## src/rtl/spi_slave_pkg.sv

```systemverilog
// Shared definitions for the SPI responder: default word shape, SPI mode,
// one-hot state encoding and a small edge-select helper.
package spi_slave_pkg;

    localparam int   DATA_WIDTH_DEF = 8;
    localparam logic CPOL_DEF       = 1'b0;
    localparam logic CPHA_DEF       = 1'b0;

    // One-hot frame states
    typedef enum logic [2:0] {
        ST_IDLE  = 3'b001,
        ST_SHIFT = 3'b010,
        ST_DONE  = 3'b100
    } state_e;

    // Pick between two edge strobes according to a mode bit
    function automatic logic pick_edge(input logic sel, input logic when_set, input logic when_clr);
        return sel ? when_set : when_clr;
    endfunction

endpackage

```

## src/rtl/spi_sync_edge.sv

```systemverilog
// Two-flop synchronizer followed by one delay flop; exposes the synchronized
// level and single-cycle rise/fall strobes. Reset level is a parameter so that
// each pin starts at its idle value and no spurious edge appears after reset.
module spi_sync_edge #(
    parameter logic RST_VAL = 1'b0
) (
    input  logic clk,
    input  logic rst_n,
    input  logic async_i,
    output logic level_o,
    output logic rise_o,
    output logic fall_o
);

    logic meta_q, meta_d;
    logic sync_q, sync_d;
    logic dly_q, dly_d;

    // Next values of the synchronizer chain
    always_comb begin
        meta_d = async_i;
        sync_d = meta_q;
        dly_d  = sync_q;
    end

    // Synchronizer and edge-detect delay registers
    always_ff @(posedge clk or negedge rst_n) begin
        if (!rst_n) begin
            meta_q <= RST_VAL;
            sync_q <= RST_VAL;
            dly_q  <= RST_VAL;
        end else begin
            meta_q <= meta_d;
            sync_q <= sync_d;
            dly_q  <= dly_d;
        end
    end

    assign level_o = sync_q;
    assign rise_o  = sync_q & ~dly_q;
    assign fall_o  = ~sync_q & dly_q;

endmodule

```

## src/rtl/spi_slave.sv

```systemverilog
// SPI responder: oversamples the SPI pins on clk, shifts mosi into rx_data LSB
// first and drives miso from tx_data. One word per DATA_WIDTH sample edges
// while ss_n is low; back-to-back words reload tx_data through a one-cycle DONE.
module spi_slave
    import spi_slave_pkg::*;
#(
    parameter int   DATA_WIDTH = DATA_WIDTH_DEF,
    parameter logic CPOL       = CPOL_DEF,
    parameter logic CPHA       = CPHA_DEF
) (
    input  logic                  clk,
    input  logic                  rst_n,
    input  logic                  sclk,
    input  logic                  ss_n,
    input  logic                  mosi,
    output logic                  miso,
    input  logic [DATA_WIDTH-1:0] tx_data,
    output logic                  tx_load,
    output logic [DATA_WIDTH-1:0] rx_data,
    output logic                  rx_valid,
    output logic                  busy,
    output logic                  abort
);

    localparam int            IW        = $clog2(DATA_WIDTH);
    localparam int            CW        = IW + 1;
    localparam logic [CW-1:0] CNT_ZERO  = {CW{1'b0}};
    localparam logic [CW-1:0] CNT_ONE   = CW'(1);
    localparam logic [CW-1:0] CNT_LAST  = CW'(DATA_WIDTH - 1);
    localparam logic [CW-1:0] CNT_WORD  = CW'(DATA_WIDTH);

    logic sclk_lvl_unused_s, sclk_rise_s, sclk_fall_s;
    logic ss_lvl_s, ss_rise_s, ss_fall_s;
    logic mosi_s, mosi_rise_unused_s, mosi_fall_unused_s;
    logic lead_s, trail_s, sample_s, launch_s;

    state_e                state_q, state_d;
    logic [CW-1:0]         bit_cnt_q, bit_cnt_d;
    logic [DATA_WIDTH-1:0] tx_shift_q, tx_shift_d;
    logic [DATA_WIDTH-1:0] rx_shift_q, rx_shift_d;
    logic [DATA_WIDTH-1:0] rx_data_q, rx_data_d;
    logic                  miso_q, miso_d;
    logic                  tx_load_q, tx_load_d;
    logic                  rx_valid_q, rx_valid_d;
    logic                  busy_q, busy_d;
    logic                  abort_q, abort_d;

    spi_sync_edge #(.RST_VAL(CPOL)) u_sclk_sync (
        .clk(clk), .rst_n(rst_n), .async_i(sclk),
        .level_o(sclk_lvl_unused_s), .rise_o(sclk_rise_s), .fall_o(sclk_fall_s)
    );

    spi_sync_edge #(.RST_VAL(1'b1)) u_ss_sync (
        .clk(clk), .rst_n(rst_n), .async_i(ss_n),
        .level_o(ss_lvl_s), .rise_o(ss_rise_s), .fall_o(ss_fall_s)
    );

    spi_sync_edge #(.RST_VAL(1'b0)) u_mosi_sync (
        .clk(clk), .rst_n(rst_n), .async_i(mosi),
        .level_o(mosi_s), .rise_o(mosi_rise_unused_s), .fall_o(mosi_fall_unused_s)
    );

    // Map raw sclk edges onto the mode's leading/trailing and sample/launch roles
    always_comb begin
        lead_s   = pick_edge(CPOL, sclk_fall_s, sclk_rise_s);
        trail_s  = pick_edge(CPOL, sclk_rise_s, sclk_fall_s);
        sample_s = pick_edge(CPHA, trail_s, lead_s);
        launch_s = pick_edge(CPHA, lead_s, trail_s);
    end

    // Frame state register
    always_ff @(posedge clk or negedge rst_n) begin
        if (!rst_n) begin
            state_q <= ST_IDLE;
        end else begin
            state_q <= state_d;
        end
    end

    // Next frame state; ss_n rise wins over any simultaneous sample edge
    always_comb begin
        state_d = state_q;
        case (state_q)
            ST_IDLE: begin
                if (ss_fall_s) state_d = ST_SHIFT;
                else           state_d = ST_IDLE;
            end
            ST_SHIFT: begin
                if (ss_rise_s)                               state_d = ST_IDLE;
                else if (sample_s && (bit_cnt_q == CNT_LAST)) state_d = ST_DONE;
                else                                         state_d = ST_SHIFT;
            end
            ST_DONE: begin
                if (ss_rise_s) state_d = ST_IDLE;
                else           state_d = ST_SHIFT;
            end
            default: state_d = ST_IDLE;
        endcase
    end

    // Shift registers, bit counter and registered outputs per state
    always_comb begin
        bit_cnt_d  = bit_cnt_q;
        tx_shift_d = tx_shift_q;
        rx_shift_d = rx_shift_q;
        rx_data_d  = rx_data_q;
        miso_d     = miso_q;
        tx_load_d  = 1'b0;
        rx_valid_d = 1'b0;
        abort_d    = 1'b0;
        busy_d     = ~ss_lvl_s;
        case (state_q)
            ST_IDLE: begin
                miso_d = 1'b0;
                if (ss_fall_s) begin
                    tx_shift_d = tx_data;
                    tx_load_d  = 1'b1;
                    bit_cnt_d  = CNT_ZERO;
                    miso_d     = CPHA ? 1'b0 : tx_data[0];
                end else begin
                    bit_cnt_d  = CNT_ZERO;
                end
            end
            ST_SHIFT: begin
                if (ss_rise_s) begin
                    // A partial word is dropped; only report it if bits arrived
                    abort_d   = (bit_cnt_q != CNT_ZERO);
                    bit_cnt_d = CNT_ZERO;
                    miso_d    = 1'b0;
                end else if (sample_s) begin
                    rx_shift_d = {mosi_s, rx_shift_q[DATA_WIDTH-1:1]};
                    bit_cnt_d  = bit_cnt_q + CNT_ONE;
                end else if (launch_s && (CPHA || (bit_cnt_q < CNT_WORD))) begin
                    // With CPHA=0 and bit_cnt=0 this re-drives bit 0, so the
                    // trailing edge after a load never skips ahead
                    miso_d = tx_shift_q[bit_cnt_q[IW-1:0]];
                end else begin
                    miso_d = miso_q;
                end
            end
            ST_DONE: begin
                rx_data_d  = rx_shift_q;
                rx_valid_d = 1'b1;
                tx_shift_d = tx_data;
                tx_load_d  = 1'b1;
                bit_cnt_d  = CNT_ZERO;
                if (!CPHA) miso_d = tx_data[0];
                else       miso_d = miso_q;
            end
            default: begin
                bit_cnt_d = CNT_ZERO;
                miso_d    = 1'b0;
            end
        endcase
    end

    // Datapath and output registers
    always_ff @(posedge clk or negedge rst_n) begin
        if (!rst_n) begin
            bit_cnt_q  <= CNT_ZERO;
            tx_shift_q <= {DATA_WIDTH{1'b0}};
            rx_shift_q <= {DATA_WIDTH{1'b0}};
            rx_data_q  <= {DATA_WIDTH{1'b0}};
            miso_q     <= 1'b0;
            tx_load_q  <= 1'b0;
            rx_valid_q <= 1'b0;
            busy_q     <= 1'b0;
            abort_q    <= 1'b0;
        end else begin
            bit_cnt_q  <= bit_cnt_d;
            tx_shift_q <= tx_shift_d;
            rx_shift_q <= rx_shift_d;
            rx_data_q  <= rx_data_d;
            miso_q     <= miso_d;
            tx_load_q  <= tx_load_d;
            rx_valid_q <= rx_valid_d;
            busy_q     <= busy_d;
            abort_q    <= abort_d;
        end
    end

    assign miso     = miso_q;
    assign tx_load  = tx_load_q;
    assign rx_data  = rx_data_q;
    assign rx_valid = rx_valid_q;
    assign busy     = busy_q;
    assign abort    = abort_q;

endmodule
```

## config.mk

```make
export PLATFORM = sky130hd
export DESIGN_NAME = spi_slave
export DESIGN_NICKNAME = d
export VERILOG_FILES = /design/src/rtl/spi_slave_pkg.sv /design/src/rtl/spi_sync_edge.sv /design/src/rtl/spi_slave.sv
export SDC_FILE = /design/constraint.sdc
export NUM_CORES = 1
export LEC_CHECK = 0
export CAP_MARGIN = 40
export CELL_PAD_IN_SITES_DETAIL_PLACEMENT = 0
export CELL_PAD_IN_SITES_GLOBAL_PLACEMENT = 1
export CORE_MARGIN = 2
export CORE_UTILIZATION = 43
export DETAILED_ROUTE_END_ITERATION = 10
export PLACE_DENSITY_LB_ADDON = 0.1
export SETUP_SLACK_MARGIN = 0.15
export SLEW_MARGIN = 40
export SYNTH_ARGS = -nofsm -noshare
export SYNTH_HDL_FRONTEND = slang
export SYNTH_SLANG_ARGS = --single-unit
export TNS_END_PERCENT = 30
```

## constraint.sdc

```tcl
create_clock -name clk -period 1.7 [get_ports clk]
set_input_delay 0.34 -clock clk [delete_from_list [all_inputs] [get_ports clk]]
set_output_delay 0.34 -clock clk [all_outputs]
set_load 0.01 [all_outputs]
```

After elaboration in Yosys (flattened, before gate mapping)
Index checks and enable logic that the tools add are counted.
{ "totals": {"in_bits": 13, "register_bits": 44, "elab_cells": 67, "out_inout_bits": 13} }
{ "op_classes": {"n_eq_ne": 8, "order_cmp": 2, "n_mux": 22, "reduce_logical": 7, "n_addsub": 1, "n_bitwise": 9} }
{ "ops": {"columns": ["cell", "n"], "rows": [
  ["8-bit one-hot mux with 2 select lines", 1],
  ["4-bit 2-to-1 mux", 3],
  ["1-bit 2-to-1 mux", 9],
  ["3-bit != test, second input constant", 3],
  ["3-bit one-hot mux with 3 select lines", 1],
  ["8-bit 2-to-1 mux", 1],
  ["3-bit 2-to-1 mux", 2],
  ["1-bit NOT", 5],
  ["4-bit by 1-bit adder with 4-bit output, second input constant", 1],
  ["1-bit AND", 4],
  ["4-bit by 3-bit equality test with 1-bit output, second input constant", 1],
  ["3-bit by 4-bit < comparator with 1-bit output, second input constant", 1],
  ["4-bit < comparator, second input constant", 1],
  ["2-bit 2-to-1 mux", 2],
  ["2-bit AND reduction", 2],
  ["4-bit nonzero test", 1],
  ["1-bit binary-select mux with 3-bit select", 1],
  ["3-bit by 1-bit equality test with 1-bit output, second input constant", 1],
  ["3-bit by 2-bit equality test with 1-bit output, second input constant", 1],
  ["3-bit equality test, second input constant", 1],
  ["1-bit one-hot mux with 3 select lines", 1],
  ["3-bit AND reduction", 1],
  ["1-bit logical AND", 2],
  ["2-bit != test, second input constant", 1],
  ["other kinds (2)", 2]
]} }

Longest topological paths before layout
Gate-level depths: netlist of the first run.
{ "depth": {"depth_word": 7, "mapped_depth": 5, "depth_no_buf": 4} }

Hierarchy
From an unflattened synthesis of the first run, not the netlist that was laid out.
{ "unflattened": {"hier_cells": 116, "hier_area_um2": 1764.2} }
{ "by_module_without_submodules": {"columns": ["module", "cells_each", "instances", "area_each_um2"], "rows": [
  ["spi_slave", 101, 1, 1490.2],
  ["spi_sync_edge at u_mosi_sync ...", 5, 2, 90.1],
  ["spi_sync_edge at u_ss_sync", 5, 1, 93.8]
]} }

Worst setup path after synthesis of the first run
Ideal clock, no wire load.
{ "synth_timing": {"kind": "register to register", "startpoint": "register state_q[0]", "endpoint": "register tx_shift_q[1]", "synth_period_minus_slack_ps": 1495, "slack_ps": 205, "stages_incl_launch_ff": 5, "arrival_ps": 1370, "required_ps": 1575, "cell_sequence": "dfstp_2 > nand4bb_1 > a21oi_1 > buf_4 > mux2_2"} }
{ "synth_via": {"elab_chain_cells": 3, "word_cells_on_any_way": 6} }
{ "synth_lines": {"columns": ["item", "line_no", "source"], "rows": [
  ["start, declared", "spi_slave.sv:37", "state_e state_q, state_d;"],
  ["start signal, assigned", "spi_slave.sv:76", "state_q <= state_d;"],
  ["3-bit by 1-bit equality test with 1-bit output or 3-bit equality test (tied branches)", "spi_slave.sv:112", "case (state_q)"],
  ["2-bit != test (no source line) or 2-bit nonzero test (tied branches)", null, null],
  ["2-bit AND reduction (no source line)", null, null],
  ["end signal, assigned", "spi_slave.sv:161", "tx_shift_q <= {DATA_WIDTH{1'b0}};"],
  ["end signal, assigned", "spi_slave.sv:171", "tx_shift_q <= tx_shift_d;"],
  ["end, declared", "spi_slave.sv:39", "logic [DATA_WIDTH-1:0] tx_shift_q, tx_shift_d;"]
]} }
Parallel ways exist; a longest one is shown, timed or not.
A chain may end at the register's enable or synchronous reset.

Worst setup path after layout of the first run
{ "layout_timing": {"startpoint": "register miso_q (netlist: miso)", "endpoint": "output miso"} }
{ "layout_rtl": {"columns": ["item", "line_no", "source"], "rows": [
  ["start, declared", "spi_slave.sv:42", "logic miso_q, miso_d;"],
  ["start signal, assigned", "spi_slave.sv:174", "miso_q <= miso_d;"],
  ["end, declared", "spi_slave.sv:16", "output logic miso,"]
]} }
No word-level cell between the ends.

==> results of run 1 <==
[how the worst max path moves through the flow]
stage	cells after the start	slack [ns]	end	start
after CTS	4	0.15	tx_shift_q[3]$_DFFE_PN0P_	state_q[0]$_DFF_PN1_
after detailed placement	4	0.17	tx_shift_q[3]$_DFFE_PN0P_	state_q[0]$_DFF_PN1_
after global placement	4	0.19	tx_shift_q[3]$_DFFE_PN0P_	state_q[0]$_DFF_PN1_
final	1	0.17	miso	miso$_DFFE_PN0P_
after global routing	4	0.11	tx_shift_q[4]$_DFFE_PN0P_	u_ss_sync.dly_q$_DFF_PN1_
after floorplan	4	0.20	tx_shift_q[1]$_DFFE_PN0P_	state_q[0]$_DFF_PN1_
[cells in the final DEF, fill, tap and decap left out, types with 3 or more instances in the layout]
| cell type | n |
|---|---|
| a21oi_1 | 3 |
| inv_1 | 5 |
| dfrtp_1 | 40 |
| nor2_1 | 8 |
| buf_4 | 6 |
| mux2_2 | 16 |
| nand2_1 | 3 |
| clkbuf_8 | 6 |
| clkdlybuf4s50_1 | 23 |
| dfstp_2 | 4 |
| mux2_4 | 7 |
[flip-flops by register name (all words and copies together), names as in the netlist, 3 cells and up]
name and count:
state_q 3, bit_cnt_q 4, tx_shift_q 8, rx_data 8, rx_shift_q 8
[power groups by stage]
stage | clock network [uW] | logic [uW] | registers [uW]
after floorplan | 0 | 92.6 | 1160
after global placement | 0 | 165 | 1180
after detailed placement | 0 | 170 | 1180
after CTS | 686 | 170 | 1160
after global routing | 739 | 230 | 1170
final | 672 | 208 | 1160
[stage by stage]
stage               hold slack, ns  instances  area [um2]
finish                      0.0179        201        2200
floorplan                   0.0444        113        1700
detailed placement           0.336        189        2040
global route                0.0186        201        2200
global placement             0.332        189        2040
CTS                         0.0211        197        2130
[worst reg2reg max path, cell delays in order, from the launching register on]
cell,delay (ns)
dfstp_2,0.56
nand4bb_1,0.15
a21oi_2,0.23
buf_6,0.17
mux2_4,0.31
[logic make-up (layout without fill, tap and decap cells)]
kind of cell	Yosys count	in the layout	share of synthesized area [%]
flops	44	44	65.1
mux	26	26	18.5
simple gates	22	22	7.89
compound gates	8	8	3.10
buf+inv	7	47	1.84
xor+xnor	4	4	2.06
fa+ha+maj	2	2	1.47
[layout make-up]
type / instances / area [um2] / share of cell area [%]
repair buffers: 34 / 335 / 15.2
clock inverters: 1 / 7.51 / 0.341
flip-flops and latches: 44 / 1110 / 50.2
clock buffers: 7 / 86.3 / 3.92
inverters: 5 / 18.8 / 0.851
multi-input cells: 62 / 591 / 26.8
well taps: 48 / 60.1 / 2.72
[what timing repair did]
item	in CTS	in global routing
pin swaps	0	2
endpoints found under the setup margin	1	26
resized for setup	0	13
hold buffers	0	0
cloned	0	1
setup buffers	0	3
[layer usage]
metal  up-vias  routed length, um  GRT usage, %
li1        468                  -             -
met1       480               1360          19.6
met2        26               1180          20.4
met3         7                146          5.24
met4         0                 61          7.65
met5         -                  0             0
==> run_results.csv, run 1 <==
group,metric,value,unit
worst_setup_path,end_kind,"output pin",
routing,ant_nets,0,
routing,vias,981,
timing,worst_pin_slew,0.349,ns
cells_and_area,antenna_cells,0,
timing,drv_slew,0,
clocking,clock_sinks,44,
logic_synthesis,ys_types,28,
routing,vias_per_cell,4.88,
worst_setup_path,rrSetupSlack,0.18,ns
floorplan,die_area,0.00447,mm2
power_and_ir_drop,p_seq_share,56.8,%
logic_synthesis,postSynth.asyncResetShare,100,%
logic_synthesis,synth-edff-count,0,
clocking,ctsHtreeMaxLevel,2,
placed_design,post-place-ws,0.174,ns
cells_and_area,fin_util,59.3,%
worst_setup_path,crit_path_start_kind,"flip-flop",
power_and_ir_drop,combPwrFrac,10.2,%
global_route,grt_pass1_wl,4650,um
worst_setup_path,arrival,1.19,ns
logic_synthesis,yosysMostFrequentCell,"dfrtp_1",
worst_setup_path,r2r_start,"state_q[0]$_DFF_PN1_",
worst_setup_path,cp.required,1.36,ns
timing,fmaxAchievable,0.655,GHz
worst_setup_path,slowest_stage,"clkdlybuf4s50_1",
power_and_ir_drop,p_int,1580,uW
worst_setup_path,max_stage_delay,0.54,ns
logic_synthesis,yosysSeqAreaShare,65.1,%
worst_setup_path,r2r_cells,4,
floorplan,fp.coreArea,0.00372,mm2
floorplan,core.rowCount,22,
routing,drt_iter0_drc,33,
logic_synthesis,synthesis.nets,128,
global_route,grt_pass1_vias,969,
floorplan,die_h,66.8,um
logic_synthesis,synth_area,0.00170,mm2
cells_and_area,layout-drive-gt1-share,32.7,%
floorplan,die_x,66.8,um
logic_synthesis,synth_top_area_share,59.0,%
timing,setup_tns,0,ns
run,max-cap-violations,0,
clocking,cts_made_buffers,5,
routing,firstDrtPassIters,4,
global_route,grt.total_usage,14.5,%
global_route,grt_max_degree,45,
logic_synthesis,synth_top_area_cell,"dfrtp_1",
min_path,holdCritPathClass,"primary input to async pin",
routing,wire_per_inst,13.7,um
timing,max-slew-margin-rel,76.7,%
logic_synthesis,syn_inst,113,
worst_setup_path,cp_cell_sequence,"clkdlybuf4s50_1",
global_route,antenna_found_initial,0,
clocking,insertion_delay,0.29,ns
worst_setup_path,crit_fanout,2,
power_and_ir_drop,ir_drop,0.641,mV
clocking,clk_pin_slew,0.08,ns
routing,drc_errors,0,
cells_and_area,nets,167,
cells_and_area,fillers,321,
worst_setup_path,critPathTopFamily,"buffers and inverters",
status,status,"complete, no violations",
logic_synthesis,ys.warnings.count,0,
floorplan,initial_utilization,45.7,%
placed_design,hpwl,1810,um
timing,finalWorstSetupSlack,0.174,ns
logic_synthesis,synth-seq-cells,44,
worst_setup_path,critPathKind,"flip-flop to output pin",
logic_synthesis,avgSynthCellArea,15.0,um2
clocking,cts_tree,"built",
routing,wl,2750,um
cells_and_area,syn2layout_area_growth,29.8,%
timing,setup_viol,0,
power_and_ir_drop,swShare,22.3,%
placed_design,place_congestion,0.733,
power_and_ir_drop,powerDensity,924,mW/mm2
clocking,cts-root-buf,"clkbuf_8",
timing,period_share,89.8,%
logic_synthesis,ys_top_cells_by_area,"dfrtp_1 (59%), mux2_2 (15%), dfstp_2 (6.2%)",
placed_design,portBuffers,25,
power_and_ir_drop,finalPower,2040,uW
power_and_ir_drop,clockPowerShare,33.0,%
logic_synthesis,synth_common_cells,"dfrtp_1 (40), mux2_2 (23), nor2_1 (8)",
worst_setup_path,cp_num_buf_inv,1,
logic_synthesis,synth_top_flop_cell,"dfrtp_1",
power_and_ir_drop,power.leakage,0.00103,uW
timing,post-route-min-period,1.53,ns
global_route,grt-ovfl-total,0,
timing,clock-skew-final,0.00397,ns
floorplan,ios,26,
clocking,cts.path.max_buffers,2,
power_and_ir_drop,switchingPower,453,uW
timing,rsz0062_at_grt,"yes",
timing,final_hold_viol_count,0,
worst_setup_path,worstReg2RegEnd,"tx_shift_q[4]$_DFFE_PN0P_",
No activity file was read; power rests on OpenSTA's default activity.
==> run 2, diff against run 1 <==
Settings changed: CELL_PAD_IN_SITES_DETAIL_PLACEMENT 0 to not set, CELL_PAD_IN_SITES_GLOBAL_PLACEMENT 1 to not set, CORE_UTILIZATION 43 to 52, PLACE_DENSITY set to 0.77, PLACE_DENSITY_LB_ADDON 0.1 to not set.
==> run 2 against run 1 <==
  * Fmax fell by 2.8%
  * Clock power fell by 22%
  * Worst hold slack improved by 0.017 ns
  * Largest power group unchanged
  * Non-clock buffer count fell by 4
  * Routed wire length fell by 4.1%
  * Combinational power fell by 21%
  * First-iteration DRC count rose by 27%
  * Sequential power barely moved
  * Design area fell by 5.4%
  * Critical endpoint is now tx_shift_q[2]$_DFFE_PN0P_
  * Sequential share of layout area rose by 2.9 points
  * Register-to-register slack got worse by 0.05 ns
  * Largest cell class unchanged
  * Highest routed layer unchanged
  * Power fell by 9.6%
==> run_results.csv, run 2 (same netlist as run 1, synthesis figures left out) <==
group,metric,value,unit
cells_and_area,layout-drive-gt1-share,30.2,%
timing,clock-skew-final,0.00642,ns
cells_and_area,finalNonFillerCells,193,
floorplan,die_area,0.00374,mm2
power_and_ir_drop,p_int,1420,uW
floorplan,core.rowCount,20,
timing,final_hold_viol_count,0,
worst_setup_path,crit_path_start_kind,"flip-flop",
timing,period_share,92.4,%
placed_design,dp_cells,184,
clocking,cts_made_buffers,5,
clocking,insertion_delay,0.35,ns
power_and_ir_drop,powerDensity,883,mW/mm2
power_and_ir_drop,ir_drop,0.608,mV
floorplan,ios,26,
worst_setup_path,end_kind,"flip-flop",
floorplan,fp.coreArea,0.00308,mm2
floorplan,initial_utilization,55.2,%
floorplan,die_h,61.1,um
cells_and_area,antenna_cells,0,
worst_setup_path,r2r_start,"state_q[0]$_DFF_PN1_",
floorplan,die_x,61.1,um
global_route,grt-ovfl-total,0,
timing,drv_slew,0,
routing,vias_per_cell,5.06,
run,max-cap-violations,0,
worst_setup_path,cp.required,1.94,ns
clocking,clock_sinks,44,
clocking,cts_tree,"built",
worst_setup_path,critPathKind,"flip-flop to flip-flop",
cells_and_area,syn2layout_area_growth,22.8,%
worst_setup_path,crit_start,"state_q[0]$_DFF_PN1_",
placed_design,hpwl,1850,um
routing,firstDrtPassIters,4,
power_and_ir_drop,switchingPower,421,uW
cells_and_area,fin_util,67.8,%
timing,worst_pin_slew,0.524,ns
cells_and_area,mostFrequentLayoutCell,"dfrtp_1",
clocking,hold_buffers,0,
timing,setup_viol,0,
global_route,antenna_found_initial,0,
global_route,grt_pass1_wl,4580,um
cells_and_area,nets,163,
placed_design,portBuffers,25,
routing,wl,2630,um
global_route,grt.total_usage,17.8,%
power_and_ir_drop,power.leakage,0.00103,uW
timing,post-route-min-period,1.57,ns
clocking,clk_pin_slew,0.12,ns
clocking,ctsHtreeMaxLevel,2,
routing,ant_nets,0,
timing,rsz0062_at_grt,"yes",
timing,max-slew-margin-rel,65.1,%
power_and_ir_drop,swShare,22.9,%
status,status,"complete, no violations",
cells_and_area,final_cell_mix,"dfrtp_1 (40), mux2_2 (23), clkdlybuf4s50_1 (15)",
power_and_ir_drop,clockPowerShare,28.5,%
timing,fmaxAchievable,0.637,GHz
clocking,cts.path.max_buffers,2,
global_route,grt_max_degree,45,
routing,drt_iter0_drc,42,
placed_design,place_congestion,0.766,
min_path,holdCritPathClass,"primary input to async pin",
routing,vias,976,
cells_and_area,stdcell_area,0.00209,mm2
clocking,cts-root-buf,"clkbuf_4",
routing,drc_errors,0,
routing,wire_per_inst,13.6,um
power_and_ir_drop,combPwrFrac,8.9,%
worst_setup_path,arrival,1.81,ns
global_route,grt_pass1_vias,974,
timing,setup_tns,0,ns
power_and_ir_drop,p_seq_share,62.6,%
placed_design,detailed_place.area,0.00202,mm2
worst_setup_path,crit_fanout,10,
[run 2: cell count changes in the layout (fill, tap and decap cells not counted), sizes merged]
cell,before,now
buf,10,6
clkdlybuf4s50,23,15
dlygate4sd2,0,6
dlymetal6s2s,1,3
[run 2: cell type report]
cell class	count	area (um2)
Sequential cell	44	1110
Fill cell	228	992
Multi-Input combinational cell	62	561
Timing Repair Buffer	30	283
Clock buffer	7	55.1
Tap cell	44	55.1
Inverter	5	18.8
Clock inverter	1	7.51
[run 2: final timing paths]
path / endpoint / slack [ns] / cells past startpoint
setup / recovery: tx_shift_q[2]$_DFFE_PN0P_ / 0.13 / 4
hold / removal: u_sclk_sync.dly_q$_DFF_PN0_ / 0.04 / 2
setup reg to reg: tx_shift_q[2]$_DFFE_PN0P_ / 0.13 / 4
hold reg to reg: u_sclk_sync.level_o$_DFF_PN0_ / 0.36 / 0
max in group asynchronous: u_ss_sync.meta_q$_DFF_PN1_ / 1.29 / 2
min in group clk: u_sclk_sync.level_o$_DFF_PN0_ / 0.36 / 0
[run 2: repair_timing]
item | CTS | global route
resized for setup | 6 | 3
endpoints found under the setup margin | 21 | 15
setup buffers | 0 | 1
[run 2: power by group through the flow]
stage	registers [uW]	logic [uW]	clock network, uW
finish	1150	164	524
global route	1160	181	579
CTS	1150	165	537
detailed placement	1170	166	0
global placement	1170	158	0
floorplan	1160	92.6	0
[run 2: stage by stage]
| step | setup WS, ns | power, uW | hold WS (ns) |
|---|---|---|---|
| after floorplan | 0.205 | 1260 | 0.0444 |
| after global placement | 0.218 | 1330 | 0.335 |
| after detailed placement | 0.134 | 1340 | 0.336 |
| after CTS | 0.0910 | 1860 | 0.0410 |
| after global routing | 0.0653 | 1920 | 0.0733 |
| final | 0.130 | 1840 | 0.0354 |
[run 2: layer usage]
metal  routed length [um]  share of wire (%)  GRT usage [%]  up-vias
met4                   69                2.6           10.2        0
met3                   97                3.7           4.41        7
li1                     -                  -              -      462
met5                    0                  0              0        -
met1                 1230                 47           24.0      487
met2                 1240                 47           26.4       20
[run 2: worst max-delay path, cell delays in order (launching register included)]
cell	delay (ns)
dfstp_2	0.59
nand4bb_1	0.15
a21oi_1	0.17
buf_4	0.20
mux2_2	0.35
==> run 3, diff against run 2 <==
Settings changed: CORE_UTILIZATION 52 to 47, PLACE_DENSITY 0.77 to 0.74.
Clock period 1.7 ns to 1.4 ns, I/O delays scaled along.
==> run 3 against run 2 <==
  * The flow now finishes with violations (setup timing)
  * Cell count increased by 8.3%
  * Power up 26%
  * Critical path type unchanged
  * Combinational power increased by 65%
  * Largest power group unchanged
==> run_results.csv, run 3 (same netlist as run 1, synthesis figures left out) <==
group,metric,value,unit
status,status,"complete, but fails checks",
status,violations,"setup timing",
timing,rsz0062_at_grt,"yes",
placed_design,dp_cells,194,
worst_setup_path,rrSetupSlack,-0.12,ns
power_and_ir_drop,p_int,1780,uW
floorplan,die_x,64.1,um
clocking,cts_tree,"built",
timing,fmaxAchievable,0.659,GHz
global_route,antenna_found_initial,0,
floorplan,die_area,0.00411,mm2
power_and_ir_drop,combPwrFrac,11.7,%
timing,post-route-min-period,1.52,ns
cells_and_area,syn2layout_area_growth,35.3,%
cells_and_area,layout-drive-gt1-share,47.9,%
worst_setup_path,crit_fanout,5,
worst_setup_path,slowest_stage,"dfstp_2",
clocking,cts_made_buffers,5,
clocking,cts.path.max_buffers,2,
power_and_ir_drop,switchingPower,538,uW
clocking,clock_sinks,44,
worst_setup_path,critPathKind,"flip-flop to flip-flop",
routing,wire_per_inst,14.2,um
cells_and_area,final_cell_mix,"dfrtp_1 (38), buf_4 (13), mux2_2 (12)",
power_and_ir_drop,powerDensity,1010,mW/mm2
global_route,grt_max_degree,25,
worst_setup_path,cp_num_buf_inv,1,
floorplan,core.rowCount,21,
min_path,hold_depth,1,
timing,setup_tns,-0.857,ns
cells_and_area,fin_util,67.3,%
worst_setup_path,end_kind,"flip-flop",
cells_and_area,mostFrequentLayoutCell,"dfrtp_1",
cells_and_area,antenna_cells,0,
power_and_ir_drop,power.leakage,0.00110,uW
timing,period_share,108,%
timing,drv_slew,0,
clocking,clk_pin_slew,0.12,ns
routing,drc_errors,0,
worst_setup_path,worstReg2RegEnd,"tx_shift_q[4]$_DFFE_PN0P_",
floorplan,initial_utilization,49.7,%
clocking,insertion_delay,0.34,ns
worst_setup_path,critPathTopFamily,"flip-flops",
global_route,grt.total_usage,16.3,%
global_route,grt-ovfl-total,0,
worst_setup_path,crit_path_start_kind,"flip-flop",
timing,worst_pin_slew,0.297,ns
power_and_ir_drop,swShare,23.2,%
global_route,grt_pass1_vias,1108,
worst_setup_path,max_stage_delay,0.60,ns
min_path,holdCritPathClass,"primary input to flip-flop",
placed_design,place_congestion,0.843,
placed_design,portBuffers,25,
placed_design,hpwl,2020,um
timing,max-slew-margin-rel,80.2,%
power_and_ir_drop,finalPower,2320,uW
timing,clock-skew-final,0.00358,ns
cells_and_area,nets,177,
power_and_ir_drop,ir_drop,0.794,mV
min_path,hold_path_end,"u_ss_sync.meta_q$_DFF_PN1_",
min_path,hp-start,"ss_n",
clocking,ctsHtreeMaxLevel,2,
run,max-cap-violations,0,
worst_setup_path,r2r_cells,4,
routing,vias,1050,
clocking,cts-root-buf,"clkbuf_4",
worst_setup_path,cp_cell_sequence,"nand4bb_4 > a21oi_4 > clkbuf_16 > mux2_4",
worst_setup_path,r2r_start,"state_q[0]$_DFF_PN1_",
worst_setup_path,arrival,1.76,ns
power_and_ir_drop,p_seq_share,60.7,%
routing,drt_iter0_drc,44,
cells_and_area,finalNonFillerCells,209,
global_route,grt_pass1_wl,5210,um
power_and_ir_drop,clockPowerShare,27.6,%
routing,firstDrtPassIters,4,
routing,vias_per_cell,5.02,
floorplan,fp.coreArea,0.00342,mm2
routing,ant_nets,0,
worst_setup_path,cp.required,1.64,ns
floorplan,die_h,64.1,um
timing,final_hold_viol_count,0,
placed_design,post-place-ws,-0.110,ns
routing,wl,2960,um
timing,setup_viol,21,
floorplan,ios,26,
timing,finalWorstSetupSlack,-0.118,ns
run 3: changes by cell type in the layout (fill, tap and decap cells not counted), moves of 2 or more:
| cell | previous run | this run |
|---|---|---|
| dlygate4sd2_1 | 6 | 0 |
| clkbuf_2 | 0 | 3 |
| clkdlybuf4s50_1 | 15 | 11 |
| clkbuf_16 | 0 | 2 |
| mux2_2 | 23 | 12 |
| dlymetal6s2s_1 | 3 | 0 |
| dfrtp_1 | 40 | 38 |
| buf_2 | 1 | 10 |
| dfrtp_2 | 0 | 2 |
| buf_4 | 5 | 13 |
| buf_12 | 0 | 2 |
| mux2_4 | 0 | 11 |
run 3: metrics by stage:
stage | hold slack, ns | area [um2]
after CTS | 0.335 | 2180
after detailed placement | 0.273 | 2120
after global routing | 0.330 | 2300
after global placement | 0.266 | 2120
after floorplan | -0.0156 | 1730
final | 0.345 | 2300
run 3: layout make-up:
class	count	area [um2]
Sequential cell	44	1110
Clock buffer	6	51.3
Clock inverter	2	15.0
Inverter	5	18.8
Timing Repair Buffer	44	394
Fill cell	250	1120
Multi-Input combinational cell	62	652
Tap cell	46	57.6
run 3: metal layers:
metal | part of all wire (%) | GRT usage, % | vias to the layer above
met2 | 49 | 25.7 | 17
met5 | 0 | 0 | -
li1 | - | - | 492
met1 | 46 | 22.1 | 537
met4 | 1.0 | 5.59 | 0
met3 | 3.7 | 4.23 | 4
run 3: power by group through the flow:
| stage | Sequential, uW | Clock (uW) | Combinational, uW |
|---|---|---|---|
| floorplan | 1420 | 0 | 140 |
| global placement | 1420 | 0 | 240 |
| detailed placement | 1430 | 0 | 247 |
| CTS | 1400 | 671 | 256 |
| global route | 1420 | 721 | 295 |
| finish | 1410 | 639 | 271 |
run 3: what timing repair did:
action                                 in CTS  in global routing
buffers inserted                            2                  2
hold buffers                                1                  0
resized for setup                          45                 18
endpoints found under the hold margin      40                  0
gates cloned                                0                  2
pin swaps                                   1                  1
setup endpoints to repair                  44                 36
run 3: worst max-delay path by stage:
stage,startpoint,depth (start not counted),endpoint
finish,state_q[0]$_DFF_PN1_,4,tx_shift_q[4]$_DFFE_PN0P_
global route,u_ss_sync.dly_q$_DFF_PN1_,4,tx_shift_q[4]$_DFFE_PN0P_
CTS,state_q[0]$_DFF_PN1_,4,tx_shift_q[2]$_DFFE_PN0P_
detailed placement,state_q[0]$_DFF_PN1_,4,tx_shift_q[5]$_DFFE_PN0P_
global placement,state_q[0]$_DFF_PN1_,4,tx_shift_q[5]$_DFFE_PN0P_
floorplan,state_q[0]$_DFF_PN1_,4,tx_shift_q[1]$_DFFE_PN0P_
run 3: worst register-to-register path: stages, from the launching register on:
cell,delay (ns)
dfstp_2,0.60
nand4bb_4,0.13
a21oi_4,0.21
clkbuf_16,0.18
mux2_4,0.30
